===== src/rtl/dm_cache_ctrl.sv =====
// dm_cache_ctrl -- parametrised direct-mapped, write-through cache controller.
//
// Sits between the CPU memory stage and main memory. It services read hits
// from the cache, refills a whole block on a read miss and writes every store
// through to memory. Write hits also update the cached word.
//
// Optional feature macro: CACHE_WRITE_ALLOCATE_EN
//   defined   : a write miss refills the block first and then behaves as a
//               write hit (ack still reports hit=0).
//   undefined : no-write-allocate; a write miss only does the write-through.
//
// Ports
//   clk, reset        clock; synchronous active-low reset
//   readRequest       CPU read, held with the address until ack
//   writeRequest      CPU write, held with address/data until ack
//   tag/index/offset  CPU word address split into its fields
//   dataFromProg      CPU write data
//   dataOut           read data, valid with ack on a read (held until next read ack)
//   hit, ack          one-cycle completion pulse and its hit indication
//   stall             high while a request is in progress
//   load, loadIndex   block-load request and block address {tag,index}
//   dataFromMain      refill block, word w at [w*DATA_W +: DATA_W]
//   doneLoading       memory strobe: dataFromMain valid this cycle
//   memWrite          write-through request with memAddr/memWriteData
//   memWriteDone      memory accepted the write-through
module dm_cache_ctrl #(
    parameter int TAG_W    = 3,
    parameter int INDEX_W  = 2,
    parameter int OFFSET_W = 1,
    parameter int DATA_W   = 32
) (
    input  logic                                clk,
    input  logic                                reset,
    input  logic                                readRequest,
    input  logic                                writeRequest,
    input  logic [TAG_W-1:0]                    tag,
    input  logic [INDEX_W-1:0]                  index,
    input  logic [OFFSET_W-1:0]                 offset,
    input  logic [DATA_W-1:0]                   dataFromProg,
    output logic [DATA_W-1:0]                   dataOut,
    output logic                                hit,
    output logic                                ack,
    output logic                                stall,
    output logic                                load,
    output logic [TAG_W+INDEX_W-1:0]            loadIndex,
    input  logic [DATA_W*(2**OFFSET_W)-1:0]     dataFromMain,
    input  logic                                doneLoading,
    output logic                                memWrite,
    output logic [TAG_W+INDEX_W+OFFSET_W-1:0]   memAddr,
    output logic [DATA_W-1:0]                   memWriteData,
    input  logic                                memWriteDone
);

    localparam int LINES = 2**INDEX_W;
    localparam int BLK_W = DATA_W*(2**OFFSET_W);

    typedef enum logic [1:0] {S_IDLE, S_LOOKUP, S_REFILL, S_WRITE_THRU} state_t;

    state_t                            state_q, state_d;
    logic                              is_wr_q, is_wr_d;
    logic                              miss_q, miss_d;   // request has missed at least once
    logic                              whit_q, whit_d;   // write hit, reported on ack
    logic [LINES-1:0]                  valid_q, valid_d;
    logic [DATA_W-1:0]                 dout_q, dout_d;
    logic                              hit_q, hit_d;
    logic                              ack_q, ack_d;
    logic                              stall_q, stall_d;
    logic                              load_q, load_d;
    logic [TAG_W+INDEX_W-1:0]          ldidx_q, ldidx_d;
    logic                              mwr_q, mwr_d;
    logic [TAG_W+INDEX_W+OFFSET_W-1:0] maddr_q, maddr_d;
    logic [DATA_W-1:0]                 mwdata_q, mwdata_d;

    logic [TAG_W-1:0]                  tag_q [LINES];
    logic [BLK_W-1:0]                  blk_q [LINES];

    logic                              line_hit;
    logic                              alloc_miss;
    logic                              refill_we;
    logic                              word_we;

    assign line_hit = valid_q[index] && (tag_q[index] == tag);

`ifdef CACHE_WRITE_ALLOCATE_EN
    assign alloc_miss = is_wr_q && !line_hit;
`else
    assign alloc_miss = 1'b0;
`endif

    always_comb begin
        state_d   = state_q;
        is_wr_d   = is_wr_q;
        miss_d    = miss_q;
        whit_d    = whit_q;
        valid_d   = valid_q;
        dout_d    = dout_q;
        hit_d     = 1'b0;
        ack_d     = 1'b0;
        stall_d   = stall_q;
        load_d    = load_q;
        ldidx_d   = ldidx_q;
        mwr_d     = mwr_q;
        maddr_d   = maddr_q;
        mwdata_d  = mwdata_q;
        refill_we = 1'b0;
        word_we   = 1'b0;

        unique case (state_q)
            S_IDLE: begin
                // ack_q blocks re-acceptance of a request still held from the last ack
                if (!ack_q && (readRequest || writeRequest)) begin
                    state_d = S_LOOKUP;
                    stall_d = 1'b1;
                    is_wr_d = !readRequest;
                    miss_d  = 1'b0;
                end
            end
            S_LOOKUP: begin
                if (!is_wr_q && line_hit) begin
                    dout_d  = blk_q[index][DATA_W*int'(offset) +: DATA_W];
                    hit_d   = !miss_q;
                    ack_d   = 1'b1;
                    stall_d = 1'b0;
                    state_d = S_IDLE;
                end else if (!is_wr_q || alloc_miss) begin
                    load_d  = 1'b1;
                    ldidx_d = {tag, index};
                    miss_d  = 1'b1;
                    state_d = S_REFILL;
                end else begin
                    word_we  = line_hit;
                    whit_d   = line_hit && !miss_q;
                    mwr_d    = 1'b1;
                    maddr_d  = {tag, index, offset};
                    mwdata_d = dataFromProg;
                    state_d  = S_WRITE_THRU;
                end
            end
            S_REFILL: begin
                if (doneLoading) begin
                    refill_we      = 1'b1;
                    valid_d[index] = 1'b1;
                    load_d         = 1'b0;
                    state_d        = S_LOOKUP;
                end
            end
            S_WRITE_THRU: begin
                if (memWriteDone) begin
                    mwr_d   = 1'b0;
                    ack_d   = 1'b1;
                    hit_d   = whit_q;
                    stall_d = 1'b0;
                    state_d = S_IDLE;
                end
            end
            default: state_d = S_IDLE;
        endcase
    end

    always_ff @(posedge clk) begin
        if (!reset) begin
            state_q  <= S_IDLE;
            is_wr_q  <= 1'b0;
            miss_q   <= 1'b0;
            whit_q   <= 1'b0;
            valid_q  <= '0;
            dout_q   <= '0;
            hit_q    <= 1'b0;
            ack_q    <= 1'b0;
            stall_q  <= 1'b0;
            load_q   <= 1'b0;
            ldidx_q  <= '0;
            mwr_q    <= 1'b0;
            maddr_q  <= '0;
            mwdata_q <= '0;
        end else begin
            state_q  <= state_d;
            is_wr_q  <= is_wr_d;
            miss_q   <= miss_d;
            whit_q   <= whit_d;
            valid_q  <= valid_d;
            dout_q   <= dout_d;
            hit_q    <= hit_d;
            ack_q    <= ack_d;
            stall_q  <= stall_d;
            load_q   <= load_d;
            ldidx_q  <= ldidx_d;
            mwr_q    <= mwr_d;
            maddr_q  <= maddr_d;
            mwdata_q <= mwdata_d;
        end
    end

    // Tag/data arrays carry no reset; gating with reset keeps an abandoned
    // refill or write from touching the cache on the reset edge.
    always_ff @(posedge clk) begin
        if (reset) begin
            if (refill_we) begin
                tag_q[index] <= tag;
                blk_q[index] <= dataFromMain;
            end else if (word_we) begin
                blk_q[index][DATA_W*int'(offset) +: DATA_W] <= dataFromProg;
            end
        end
    end

    assign dataOut      = dout_q;
    assign hit          = hit_q;
    assign ack          = ack_q;
    assign stall        = stall_q;
    assign load         = load_q;
    assign loadIndex    = ldidx_q;
    assign memWrite     = mwr_q;
    assign memAddr      = maddr_q;
    assign memWriteData = mwdata_q;

endmodule

===== config.mk =====
export PLATFORM = sky130hd
export DESIGN_NAME = dm_cache_ctrl
export DESIGN_NICKNAME = d
export VERILOG_FILES = /design/src/rtl/dm_cache_ctrl.sv
export SDC_FILE = /design/constraint.sdc
export NUM_CORES = 1
export LEC_CHECK = 0
export BUFFER_PORTS_ARGS = -buffer_cell sky130_fd_sc_hd__buf_4
export CORE_MARGIN = 2
export CORE_UTILIZATION = 45
export DETAILED_ROUTE_END_ITERATION = 7
export GPL_TIMING_DRIVEN = 1
export PLACE_DENSITY_LB_ADDON = 0.08
export SLEW_MARGIN = 0
export SYNTH_ARGS = -nofsm -noshare
export SYNTH_HDL_FRONTEND = slang
export SYNTH_SLANG_ARGS = --single-unit

===== constraint.sdc =====
create_clock -name clk -period 4.84 [get_ports clk]
set_input_delay 0.242 -clock clk [delete_from_list [all_inputs] [get_ports clk]]
set_output_delay 0.242 -clock clk [all_outputs]
set_load 0.01 [all_outputs]

**After elaboration in Yosys (flattened, before gate mapping)**

Memories as Yosys holds them, arrays and structs flattened.
Index checks and enable logic that the tools add are counted.

- Add/subtract/negate cells: 1
- Magnitude comparators: 2
- Equality and inequality tests: 11
- Shift operators: 3
- Multiplexer cells: 105
- Bitwise operators: 67
- Reductions and logical operators: 25

Operator list:

| cell | number |
|---|---|
| $mux W1 | 91 |
| $mux W64 | 1 |
| $or A1 B1 Y1 | 64 |
| $shift A32 B33 Y64 const A | 1 |
| $shiftx A32 B33 Y64 | 1 |
| $shiftx A64 B7 Y32 | 1 |
| $neg A6 Y33 | 1 |
| $reduce_and A4 Y1 | 4 |
| $ne A2 B2 Y1 const B | 7 |
| $pmux W1 S2 | 5 |
| $reduce_and A3 Y1 | 3 |
| $mux W2 | 4 |
| $pmux W2 S4 | 1 |
| $reduce_and A2 Y1 | 3 |
| $reduce_bool A2 Y1 | 3 |
| $logic_and A1 B1 Y1 | 5 |
| $eq A2 B2 Y1 const B | 2 |
| $logic_not A1 Y1 | 4 |
| $or A4 B4 Y4 | 1 |
| $eq A3 B3 Y1 | 1 |
| $lt A2 B3 Y1 const B | 1 |
| $pmux W1 S3 | 1 |
| $reduce_bool A3 Y1 | 1 |
| $bmux W1 S2 | 1 |
| other kinds (6) | 7 |

- Flip-flop bits (word level): 89
- Bits in writable memories: 268
- Input bits: 108
- Output and inout port bits: 80
- Word-level logic and storage cells: 230
- Memories kept: 2

Memories:

| memory | depth | bits a word | read ports | clocked after memory_dff | wr ports | line | source |
|---|---|---|---|---|---|---|---|
| blk_q | 4 | 64 | 1 | 0 | 1 | 75 | `logic [BLK_W-1:0] blk_q [LINES];` |
| tag_q | 4 | 3 | 1 | 0 | 1 | 74 | `logic [TAG_W-1:0] tag_q [LINES];` |

**Depth between registers and ports, before layout**

Gate-level depths: netlist of run 1.

- Depth in word-level cells: 11
- Gate-level depth with buffers: 9

**Least setup slack after synthesis of run 1**

Ideal clock, no wire load.

- Path kind: input to register
- From: in index[0]
- To: mem blk_q[0][0] in the netlist's numbering (enable)
- Data arrival time: 4368 ps
- Required time: 4370 ps
- Path slack: 2 ps
- Cell stages on the path: 8
- Buffers on the path: 3
- Cells stage by stage: buf_6 mux4_2 xnor2_1 nand2_1 or4_1 buf_6 buf_6 a211oi_1

- Cells in the longest elaborated chain, start to end: 11
- Elaborated cells between the ends (all ways): 14

Ends and longest elaborated chain:

| item | line | source |
|---|---|---|
| from (decl) | 37 | `input logic [INDEX_W-1:0] index,` |
| $mem_v2 Z4 W3 or $bmux W1 S2 (tied branches) | - |  |
| $eq A3 B3 Y1 or $mux W1 (tied branches) | 82 | `assign line_hit = valid_q[index] && (tag_q[index] == tag);` |
| $logic_and A1 B1 Y1 | 82 |  |
| $mux W1 or $logic_and A1 B1 Y1 (tied branches) | 125, 119 |  |
| $mux W1 | 119 | `if (!is_wr_q && line_hit) begin` |
| $mux W1 | 108 | `unique case (state_q)` |
| $mux W1 | 201 | `end else if (word_we) begin` |
| $mux W1 | 198 | `if (refill_we) begin` |
| $mux W1 | 197 | `if (reset) begin` |
| $mux W64 (implied by the code) | 202 | `blk_q[index][DATA_W*int'(offset) +: DATA_W] <= dataFromProg;` |
| $or A1 B1 Y1 (no source line) | - |  |
| to (decl) | 75 |  |

Parallel ways exist; a longest one is shown, timed or not. The select of a mux whose other input is x is not followed.

**Worst setup path after layout of run 1**

- From: mem tag_q[3][2]
- To: mem blk_q[1][3] in the netlist's numbering (enable)

- Cells in the longest elaborated chain, start to end: 11
- Elaborated cells between the ends (all ways): 12

Ends and longest elaborated chain:

| item | line |
|---|---|
| from (decl) | 74 |
| $mem_v2 Z4 W3 * | - |
| $eq A3 B3 Y1 * | 82 |
| $logic_and A1 B1 Y1 * | 82 |
| $mux W1 or $logic_and A1 B1 Y1 (tied branches) | 125, 119 |
| $mux W1 * | 119 |
| $mux W1 * | 108 |
| $mux W1 * | 201 |
| $mux W1 * | 198 |
| $mux W1 * | 197 |
| $mux W64 (implied by the code) * | 202 |
| $or A1 B1 Y1 (no source line) * | - |

Every way passes the cells marked *; elsewhere a longest branch is shown, timed or not.

==> results by group, run 1 <==
Clock network
  • Clock tree from TritonCTS: done
  • CTS max path bufs: 3
  • CTS Buf Count: 38
  • CTS Sinks: 357
  • Clk Latency, worst-skew pair: 0.52 ns
  • CTS resizes: 0
  • Depth of the CTS H-tree: 2
  • Post-CTS Setup Repair Bufs: 0
  • Root buf cell: clkbuf_16
  • Clk slew on worst S/H paths: 0.05 ns

Detailed routing
  • DR iter-0 viols: 586
  • WL/cell: 22.1 um
  • Drt pass-1 iters: 5
  • DR vias/cell: 5.44
  • DRC: 0
  • Remaining antenna violation count after routing: 0
  • Post-detailed-routing wire length: 34.9 mm
  • Routed vias: 8,591

Floorplanning
  • Initial Util: 45.8%
  • Die Wd: 183 um
  • I/O Pins: 188
  • Core Area: 0.0316 sq mm
  • Rows: 65
  • Die area: 0.0337 sq mm
  • Chip Height: 183 um

Logic synthesis
  • Synth Area per Inst: 15.5 sq um
  • Mapped Nets: 1,041
  • Top-count cell post-synth: edfxtp_1
  • Syn. warnings: 0
  • Number of synthesized register bits: 357
  • Register area share after synthesis: 67.8%
  • Asr flop ratio synth: 0%
  • Synthesized area: 0.0145 sq mm
  • Mapped Cells: 933
  • Post-synth top area cell: edfxtp_1
  • Most used flip-flop cell after synthesis: edfxtp_1
  • Synth cell types: 39
  • Synth top cells by count: edfxtp_1 (268), nand2_1 (140), dfxtp_1 (89), mux2_2 (80), a21oi_1 (59)
  • Synth top area share: 55.5%
  • Synth area leaders: edfxtp_1 (56%), dfxtp_1 (12%), mux4_2 (7.5%), mux2_2 (6.2%), nand2_1 (3.6%)
  • Post-synth EDFFs: 268

Power
  • Leak: 6.57 nW
  • Peak VDD IR: 0.000231 V
  • PD cells: 369 mW/mm^2

Timing
  • Total negative slack: 0 ns
  • Tcrit/Tclk final: 77.3%
  • Worst Skew: 0.0140 ns
  • Worst Tran Pin Value: 1.22 ns
  • Max-slew violation count: 0
  • Relative slew margins: 18.6%
  • Setup violators final: 0
  • FMAX: 267 MHz
  • Minimum clock period after layout: 3.74 ns
  • Hold Vio Cnt, Final: 0
  • RSZ-0062 raised after global routing: no

Place
  • PortBufs: 187
  • Final Wtd Congestion: 0.740
  • Placed cells: 1,475
  • Post-detailed-placement half-perimeter wirelength: 22.1 mm

Cells and area
  • Layout Nets: 1,256
  • Fraction of layout cells with a size suffix above 1: 36.2%
  • Area growth from synthesis to layout: 23.7%
  • Final non-filler cell total: 1,580
  • Antenna cells: 0

Setup path
  • Max incr delay on CP: 1.10 ns
  • Crit start category: flop
  • Cell breakdown of the critical path: mux4_2 -> xnor2_1 -> nand2_1 -> or4_2 -> a21oi_4 -> buf_4
  • Arrival @ worst endpoint: 3.91 ns
  • Slowest cell on crit path: or4_2
  • Critical path peak fanout: 23
  • Critical path endpoint category: flop
  • CP required: 5.01 ns
  • Crit Path Category: reg -> reg

Global routing
  • First-pass GRT wire length: 52.9 mm
  • Vias in the first global route: 8,757
  • Grt total ovfl: 0
  • Total track usage: 21.0%
  • Antenna violations before repair: 0
  • Largest net degree at the start of global routing: 60

Run status
  • Status: finished, final reports clean

Job
  • Max Cap Viol: 0

Worst hold path
  • Min-delay worst type: in -> reg
## per-stage QoR
step	util [%]	instance area (sq um)	hold WS, ns	worst slack, ns	total power, W
floorplan	-	14500	0.338	0.00231	0.00368
global placement	51.8	16400	0.434	0.979	0.00389
detailed placement	51.8	16400	0.444	0.947	0.00390
CTS	56.7	17900	0.00191	1.09	0.00668
global route	56.7	17900	0.0374	0.937	0.00683
finish	56.7	17900	0.0179	1.10	0.00661
## cells in the final DEF (no fill, tap or decap), types with 13 or more instances in the layout
| master | count |
|---|---|
| mux2i_1 | 49 |
| mux2_4 | 26 |
| dfxtp_1 | 89 |
| mux4_2 | 48 |
| edfxtp_1 | 268 |
| clkbuf_1 | 13 |
| dlygate4sd3_1 | 35 |
| nand2_1 | 140 |
| clkbuf_16 | 41 |
| mux2_2 | 80 |
| a21oi_1 | 53 |
| buf_4 | 204 |
| nor2_1 | 22 |
## final cells by class
| cell class | instances | area (sq um) |
|---|---|---|
| Inverter | 3 | 11.3 |
| Multi-Input combinational cell | 506 | 4460 |
| Sequential cell | 357 | 9830 |
| Tap cell | 402 | 503 |
| Fill cell | 2531 | 13700 |
| Clock inverter | 14 | 87.6 |
| Timing Repair Buffer | 242 | 1940 |
| Clock buffer | 56 | 1100 |
## registers in the layout (all words and copies together), names as in the netlist, 2 cells and up
name	cells
dataOut	32
state_q	2
valid_q	4
loadIndex	5
memAddr	6
memWriteData	32
blk_q	256
tag_q	12
## logic make-up after synthesis
kind of cell    after synthesis  synth area share (%)
xor+xnor                      4                 0.242
flops                       357                  67.8
mux                         203                  19.7
compound gates              119                  5.09
simple gates                180                  4.95
buf+inv                      70                  2.16
## where the power goes
group / internal, W / total, W / leakage (nW) / switching [W]
Combinational: 0.000236 / 0.000495 / 2.85 / 0.000259
Sequential: 0.00333 / 0.00335 / 3.13 / 0.0000229
Clock: 0.00163 / 0.00276 / 0.586 / 0.00113
Total: 0.00520 / 0.00661 / 6.57 / 0.00141
## critical path, delay by kind of cell (launching register included)
| kind | cells | cell delay [ns] |
|---|---|---|
| xor gates and xnor gates | 1 | 0.19 |
| muxes | 1 | 0.49 |
| buffers and inverters | 1 | 0.42 |
| and+or+nand+nor | 2 | 1.39 |
| DFF | 1 | 0.38 |
| AOI/OAI and AO/OA | 1 | 0.50 |
## what timing repair did
item,in CTS,in global routing
hold endpoints to repair,44,0
hold buffers,35,0
setup endpoints to repair,0,0
## layer usage
| metal | vias up | GRT usage, % | share of wire (%) |
|---|---|---|---|
| li1 | 3992 | - | - |
| met1 | 4299 | 28.5 | 44 |
| met2 | 264 | 36.0 | 49 |
| met3 | 36 | 3.74 | 5.5 |
| met4 | 0 | 4.13 | 1.3 |
| met5 | - | 0 | 0 |
## worst paths after layout
check / cells past startpoint / to / from / slack, ns
hold / removal: 3 / memWriteData[3] / dataFromProg[3] / 0.02
setup / recovery: 6 / blk_q[1][3] / tag_q[3][2] / 1.10
hold reg to reg: 2 / memWriteData[21] / memWriteData[21] / 0.45
setup reg to reg: 6 / blk_q[1][3] / tag_q[3][2] / 1.10
No activity file was read; power rests on OpenSTA's default activity.
==> inputs of run 2 (changes only) <==
ABC_AREA = 1   (was not set)
clock period = 3.2 ns   (was 4.84 ns; I/O delays follow)
==> results by group, run 2 <==
Detailed routing
  • DR vias/cell: 5.38 (-1.0%)
  • DR iter-0 viols: 924 (+58%)
  • Remaining antenna violation count after routing: 0 (unchanged)
  • DRC: 0 (unchanged)
  • Routed vias: 10,060 (+17%)
  • WL/cell: 20.2 um (-8.4%)
  • Drt pass-1 iters: 5 (unchanged)
  • Post-detailed-routing wire length: 37.8 mm (+8.4%)

Setup path
  • Max incr delay on CP: 0.44 ns (-0.66 ns)
  • R2R cell count: 9 (+3)
  • FF-to-FF setup slack: 0.66 ns (-0.44 ns)
  • R2R Path Start: state_q[0]
  • Crit start category: flop
  • Crit Path Category: reg -> reg
  • Cell breakdown of the critical path: inv_2 -> nor2_4 -> inv_2 -> nor2_4 -> inv_2 -> nor2_4 -> nand4_4 -> buf_4 -> o21ai_0
  • Critical path endpoint category: flop
  • Worst r2r dst: blk_q[1][54]
  • Slowest cell on crit path: o21ai_0
  • Critical path peak fanout: 32 (+39%)
  • CP required: 3.45 ns (-1.56 ns)
  • Arrival @ worst endpoint: 2.79 ns (-1.12 ns)

Global routing
  • Antenna violations before repair: 0 (unchanged)
  • Vias in the first global route: 9,917 (+13%)
  • First-pass GRT wire length: 57.7 mm (+9.1%)
  • Total track usage: 23.0% (+1.9 points)
  • Grt total ovfl: 0 (unchanged)
  • Largest net degree at the start of global routing: 78 (+30%)

Timing
  • Relative slew margins: 39.4% (+21 points)
  • Hold Vio Cnt, Final: 0 (unchanged)
  • RSZ-0062 raised after global routing: no
  • FMAX: 393 MHz (+47%)
  • Worst Skew: 0.0126 ns (-0.00140 ns)
  • Setup violators final: 0 (unchanged)
  • Worst Tran Pin Value: 0.908 ns (-0.313 ns)
  • Max-slew violation count: 0 (unchanged)
  • Final critical-path setup slack: 0.656 ns (-0.444 ns)
  • Tcrit/Tclk final: 79.5% (+2.2 points)
  • Minimum clock period after layout: 2.54 ns (-1.20 ns)
  • WHS: 0.0290 ns (+0.0111 ns)

Power
  • Clock share of power: 42.0% (+0.2 points)
  • Sw Ratio: 22.4% (+0.98 points)
  • PD cells: 591 mW/mm^2 (+60%)
  • Int Pwr: 0.00806 W (+55%)
  • Leak: 6.62 nW (+0.73%)
  • Comb pwr share: 8.4% (+0.9 points)
  • Total Power: 0.0104 W (+57%)
  • Switch Pwr: 0.00232 W (+64%)
  • Peak VDD IR: 0.000396 V (+72%)
  • Sequential share of power: 49.5% (-1.2 points)

Clock network
  • Clk Latency, worst-skew pair: 0.52 ns (about the same)
  • CTS resizes: 0 (unchanged)
  • CTS Sinks: 357 (unchanged)
  • Clock tree from TritonCTS: done
  • CTS max path bufs: 3 (unchanged)
  • Depth of the CTS H-tree: 2 (unchanged)
  • CTS hold repair buffers: 37 (+5.7%)
  • Clk slew on worst S/H paths: 0.06 ns (about the same)
  • Post-CTS Setup Repair Bufs: 0 (unchanged)
  • Root buf cell: clkbuf_16
  • CTS Buf Count: 38 (unchanged)

Logic synthesis
  • Synth top cells by count: nand2_1 (326), edfxtp_1 (268), a21oi_1 (90), dfxtp_1 (89), o21ai_0 (88)
  • Top-count cell post-synth: nand2_1
  • Mapped Nets: 1,327 (+27%)
  • Synth area leaders: edfxtp_1 (58%), dfxtp_1 (13%), nand2_1 (8.8%), a21oi_1 (3.2%), nand4_1 (3.2%)
  • Most used flip-flop cell after synthesis: edfxtp_1
  • Synth Area per Inst: 11.5 sq um (-26%)
  • Synth top area share: 57.6% (+2.1 points)
  • Synthesized area: 0.0140 sq mm (-3.6%)
  • Number of synthesized register bits: 357 (unchanged)
  • Post-synth EDFFs: 268 (unchanged)
  • Synth cell types: 29 (-26%)
  • Post-synth top area cell: edfxtp_1
  • Mapped Cells: 1,219 (+31%)
  • Syn. warnings: 0 (unchanged)
  • Asr flop ratio synth: 0% (unchanged)
  • Register area share after synthesis: 70.3% (+2.5 points)

Cells and area
  • Post-route cell area: 0.0175 sq mm (-2.2%)
  • Fraction of layout cells with a size suffix above 1: 20.6% (-16 points)
  • Antenna cells: 0 (unchanged)
  • Area growth from synthesis to layout: 25.6%
  • Most frequent cells in the layout: nand2_1 (326), edfxtp_1 (268), buf_4 (218), dfxtp_1 (89), o21ai_0 (88)
  • Layout Nets: 1,552 (+24%)
  • Largest register by flop count: blk_q
  • Commonest non-fill, non-tap cell in the layout: nand2_1
  • Final core occ: 57.4% (+0.67 points)
  • Largest register FFs: 256 (unchanged)

Place
  • Final Wtd Congestion: 0.814 (+10%)
  • PortBufs: 187 (unchanged)
  • Cell Area, Placed: 0.0159 sq mm (-2.8%)
  • Dpl ws: 0.457 ns (-0.490 ns)
  • Post-detailed-placement half-perimeter wirelength: 23.4 mm (+5.6%)

Worst hold path
  • Hold path endpoint: loadIndex[1]
  • Hold Path Origin: index[1]
  • Min-delay worst type: in -> reg
  • Worst Hold Path Cells: 3 (unchanged)

Floorplanning
  • Die area: 0.0325 sq mm (-3.5%)
  • Chip Height: 180 um (-1.8%)
  • Initial Util: 45.7% (-0.14 points)
  • Die Wd: 180 um (-1.8%)
  • I/O Pins: 188 (unchanged)
  • Core Area: 0.0306 sq mm (-3.3%)
  • Rows: 64 (-1.5%)

Run status
  • Status: finished, final reports clean

Job
  • Max Cap Viol: 0 (unchanged)
[run 2: cell types whose count changed after synthesis, moves of 22 or more]
cell | previous run | this run
o21ai_1 | 0 | 30
inv_1 | 3 | 60
mux2_4 | 26 | 0
o21ai_0 | 12 | 88
nand4_1 | 0 | 71
mux4_2 | 48 | 0
mux2i_1 | 49 | 0
nand2_1 | 140 | 326
mux2_2 | 80 | 0
a22oi_1 | 0 | 46
nand3b_1 | 1 | 23
a21oi_1 | 59 | 90
[run 2: how the worst max path moves through the flow]
stage / startpoint / endpoint / slack [ns] / cells past startpoint
6_report: state_q[0] / blk_q[1][54] / 0.66 / 9
5_1_grt: state_q[0] / blk_q[2][54] / 0.46 / 9
4_1_cts: state_q[0] / blk_q[2][54] / 0.65 / 9
3_5_place_dp: index[0] / blk_q[1][54] / 0.46 / 11
3_3_place_gp: index[0] / blk_q[1][42] / 0.54 / 11
2_1_floorplan: state_q[0] / blk_q[2][32] / -0.23 / 10
[run 2: cells by family after synthesis]
group                  after synthesis  synth area share [%]
and+or+nand+nor                    460                  15.0
DFF                                357                  70.3
buffers and inverters              142                  4.45
AOI/OAI and AO/OA                  260                  10.2
[run 2: power by group through the flow]
stage	combinational [W]	clock, W	sequential [W]
after floorplan	0.000401	0	0.00526
after global placement	0.000835	0	0.00524
after detailed placement	0.000842	0	0.00524
after CTS	0.000880	0.00443	0.00514
after global routing	0.000961	0.00464	0.00515
final	0.000875	0.00436	0.00514
[run 2: worst max-delay path: cells and delay by family (launching register included)]
kind / cells / cell delay [ns]
compound gates: 1 / 0.44
simple gates: 4 / 0.80
flops: 1 / 0.39
buf+inv: 4 / 0.64
[run 2: final cells by class]
cell class                      count  area (sq um)
Fill cell                        2575         13000
Timing Repair Buffer              259          2090
Tap cell                          396           495
Sequential cell                   357          9830
Multi-Input combinational cell    720          3630
Clock buffer                       54          1100
Clock inverter                     15           149
Inverter                           68           255
[run 2: metrics by stage]
| stage | std cells | setup TNS [ns] |
|---|---|---|
| 6_report | 1869 | 0 |
| 3_5_place_dp | 1763 | 0 |
| 5_1_grt | 1869 | 0 |
| 4_1_cts | 1869 | 0 |
| 3_3_place_gp | 1763 | 0 |
| 2_1_floorplan | 1219 | -58.57 |
[run 2: metal layers]
metal	part of all wire (%)	vias up	GRT usage [%]
li1	-	4786	-
met1	45	4873	32.2
met2	47	342	37.6
met3	6.4	59	3.42
met4	2.3	0	6.29
met5	0	-	0
==> inputs of run 3 (changes only) <==
clock period = 2.3 ns   (was 3.2 ns; I/O delays follow)
==> results by group, run 3 (same netlist as run 2, synthesis figures left out) <==
Place
  • Placed cells: 1,772 (+0.51%)
  • PortBufs: 187 (unchanged)
  • Dpl ws: -0.0234 ns (-0.480 ns)
  • Final Wtd Congestion: 0.776 (-4.8%)
  • Post-detailed-placement half-perimeter wirelength: 21.8 mm (-6.9%)

Floorplanning
  • Die Wd: 180 um (unchanged)
  • Die area: 0.0325 sq mm (unchanged)
  • Core Area: 0.0306 sq mm (unchanged)
  • Initial Util: 45.7% (unchanged)
  • I/O Pins: 188 (unchanged)
  • Rows: 64 (unchanged)
  • Chip Height: 180 um (unchanged)

Global routing
  • First-pass GRT wire length: 57.8 mm (+0.17%)
  • Largest net degree at the start of global routing: 78 (unchanged)
  • Antenna violations before repair: 1 (+1)
  • Vias in the first global route: 10,067 (+1.5%)
  • Total track usage: 22.9% (-0.11 points)
  • Grt total ovfl: 0 (unchanged)

Timing
  • Minimum clock period after layout: 2.16 ns
  • Setup violators final: 0 (unchanged)
  • Tcrit/Tclk final: 94.0%
  • Final critical-path setup slack: 0.139 ns (-0.517 ns)
  • FMAX: 463 MHz
  • RSZ-0062 raised after global routing: yes
  • Max-slew violation count: 0 (unchanged)
  • Worst Tran Pin Value: 0.805 ns (-0.103 ns)
  • Hold Vio Cnt, Final: 0 (unchanged)
  • Worst Skew: 0.00984 ns (-0.00275 ns)
  • Relative slew margins: 46.3% (+6.9 points)

Detailed routing
  • Remaining antenna violation count after routing: 0 (unchanged)
  • DR vias/cell: 5.31 (-1.3%)
  • Post-detailed-routing wire length: 37.5 mm (-0.90%)
  • Drt pass-1 iters: 7 (+2)
  • DR iter-0 viols: 565 (-39%)
  • DRC: 0 (unchanged)
  • WL/cell: 19.6 um (-3.1%)
  • Routed vias: 10,154 (+0.93%)

Worst hold path
  • Hold Path Origin: dataFromMain[46]
  • Hold path endpoint: blk_q[2][46]
  • Worst Hold Path Cells: 3 (unchanged)
  • Min-delay worst type: in -> reg

Setup path
  • R2R Path Start: state_q[0]
  • Crit start category: primary input
  • Critical path peak fanout: 32 (unchanged)
  • CP required: 2.59 ns (-0.86 ns)
  • FF-to-FF setup slack: 0.17 ns (-0.49 ns)
  • Arrival @ worst endpoint: 2.45 ns (-0.34 ns)
  • Critical path origin: index[1]
  • Critical path endpoint category: flop
  • Worst r2r dst: blk_q[2][47]
  • R2R cell count: 9 (unchanged)
  • Crit Path Category: in -> reg

Clock network
  • CTS Buf Count: 39 (+2.6%)
  • Clk Latency, worst-skew pair: 0.52 ns (about the same)
  • Depth of the CTS H-tree: 2 (unchanged)
  • Root buf cell: clkbuf_16
  • CTS Sinks: 357 (unchanged)
  • Clock tree from TritonCTS: done
  • Clk slew on worst S/H paths: 0.06 ns (about the same)
  • CTS max path bufs: 3 (unchanged)

Cells and area
  • Largest register FFs: 256 (unchanged)
  • Commonest non-fill, non-tap cell in the layout: nand2_1
  • Register area: 0.00983 sq mm (about the same)
  • Layout Nets: 1,593 (+2.6%)
  • Most frequent cells in the layout: nand2_1 (326), edfxtp_1 (268), buf_4 (216), dfxtp_1 (88), a21oi_1 (82)
  • Fraction of layout cells with a size suffix above 1: 21.2% (+0.60 points)
  • Area of the multi-input gates: 0.00363 sq mm (about the same)
  • Area growth from synthesis to layout: 29.7%
  • Final non-filler cell total: 1,912 (+2.3%)
  • Largest register by flop count: blk_q
  • Filler instances: 2,505 (-2.7%)
  • Antenna cells: 0 (unchanged)

Power
  • Leak: 6.86 nW (+3.6%)
  • Peak VDD IR: 0.000582 V (+47%)
  • PD cells: 811 mW/mm^2 (+37%)

Job
  • Max Cap Viol: 0 (unchanged)

Run status
  • Status: finished, final reports clean
## run 3: timing repair
action | in CTS | in global routing
buffers inserted | 0 | 0
endpoints found under the hold margin | 167 | 0
gates resized for setup | 0 | 22
endpoints found under the setup margin | 0 | 108
hold buffers | 68 | 0
## run 3: worst max-delay path, cell delays in order
cell           delay [ns]
dlygate4sd3_1        0.53
buf_4                0.18
inv_1                0.18
nand2_1              0.10
nand3_1              0.07
nand2_1              0.09
nor2_4               0.20
nand4_4              0.26
buf_4                0.34
o21ai_0              0.36
## run 3: worst max path at each step
stage          slack [ns]      endpoint  depth (start not counted)
2_1_floorplan       -0.11  blk_q[2][32]                         10
3_3_place_gp         0.01  blk_q[0][20]                         12
3_5_place_dp        -0.02  blk_q[0][20]                         12
4_1_cts              0.05  blk_q[0][20]                         11
5_1_grt             -0.04  blk_q[3][56]                         10
6_report             0.14  blk_q[2][47]                         10
## run 3: stage by stage
stage / power (W) / setup TNS [ns] / hold WS (ns) / instance area, sq um / utilization [%]
floorplan: 0.00789 / -26.80 / 0.205 / 14100 / -
global placement: 0.00847 / 0 / 0.318 / 16100 / 52.8
detailed placement: 0.00848 / -0.0935 / 0.325 / 16100 / 52.8
CTS: 0.0148 / 0 / 0.000376 / 18100 / 59.3
global route: 0.0153 / -0.681 / 0.0383 / 18100 / 59.3
finish: 0.0147 / 0 / 0.0108 / 18100 / 59.3
## run 3: cell type report
class / count / area share [%]
Sequential cell: 357 / 54.2
Clock buffer: 53 / 6.01
Timing Repair Buffer: 299 / 14.4
Multi-Input combinational cell: 720 / 20.0
Inverter: 68 / 1.42
Tap cell: 396 / 2.73
Clock inverter: 19 / 1.19
## run 3: where the power goes
group,leakage [nW],switching (W),internal (W),total [W]
clock network,0.639,0.00248,0.00379,0.00627
logic,3.08,0.000741,0.000541,0.00128
registers,3.13,0.0000751,0.00708,0.00715
total,6.86,0.00330,0.0114,0.0147
## run 3: routing by layer
| metal | vias to the layer above | share of wire [%] | GRT usage, % |
|---|---|---|---|
| li1 | 4877 | - | - |
| met1 | 4903 | 44 | 30.7 |
| met2 | 317 | 48 | 38.5 |
| met3 | 57 | 5.9 | 4.26 |
| met4 | 0 | 1.9 | 5.87 |
| met5 | - | 0 | 0 |
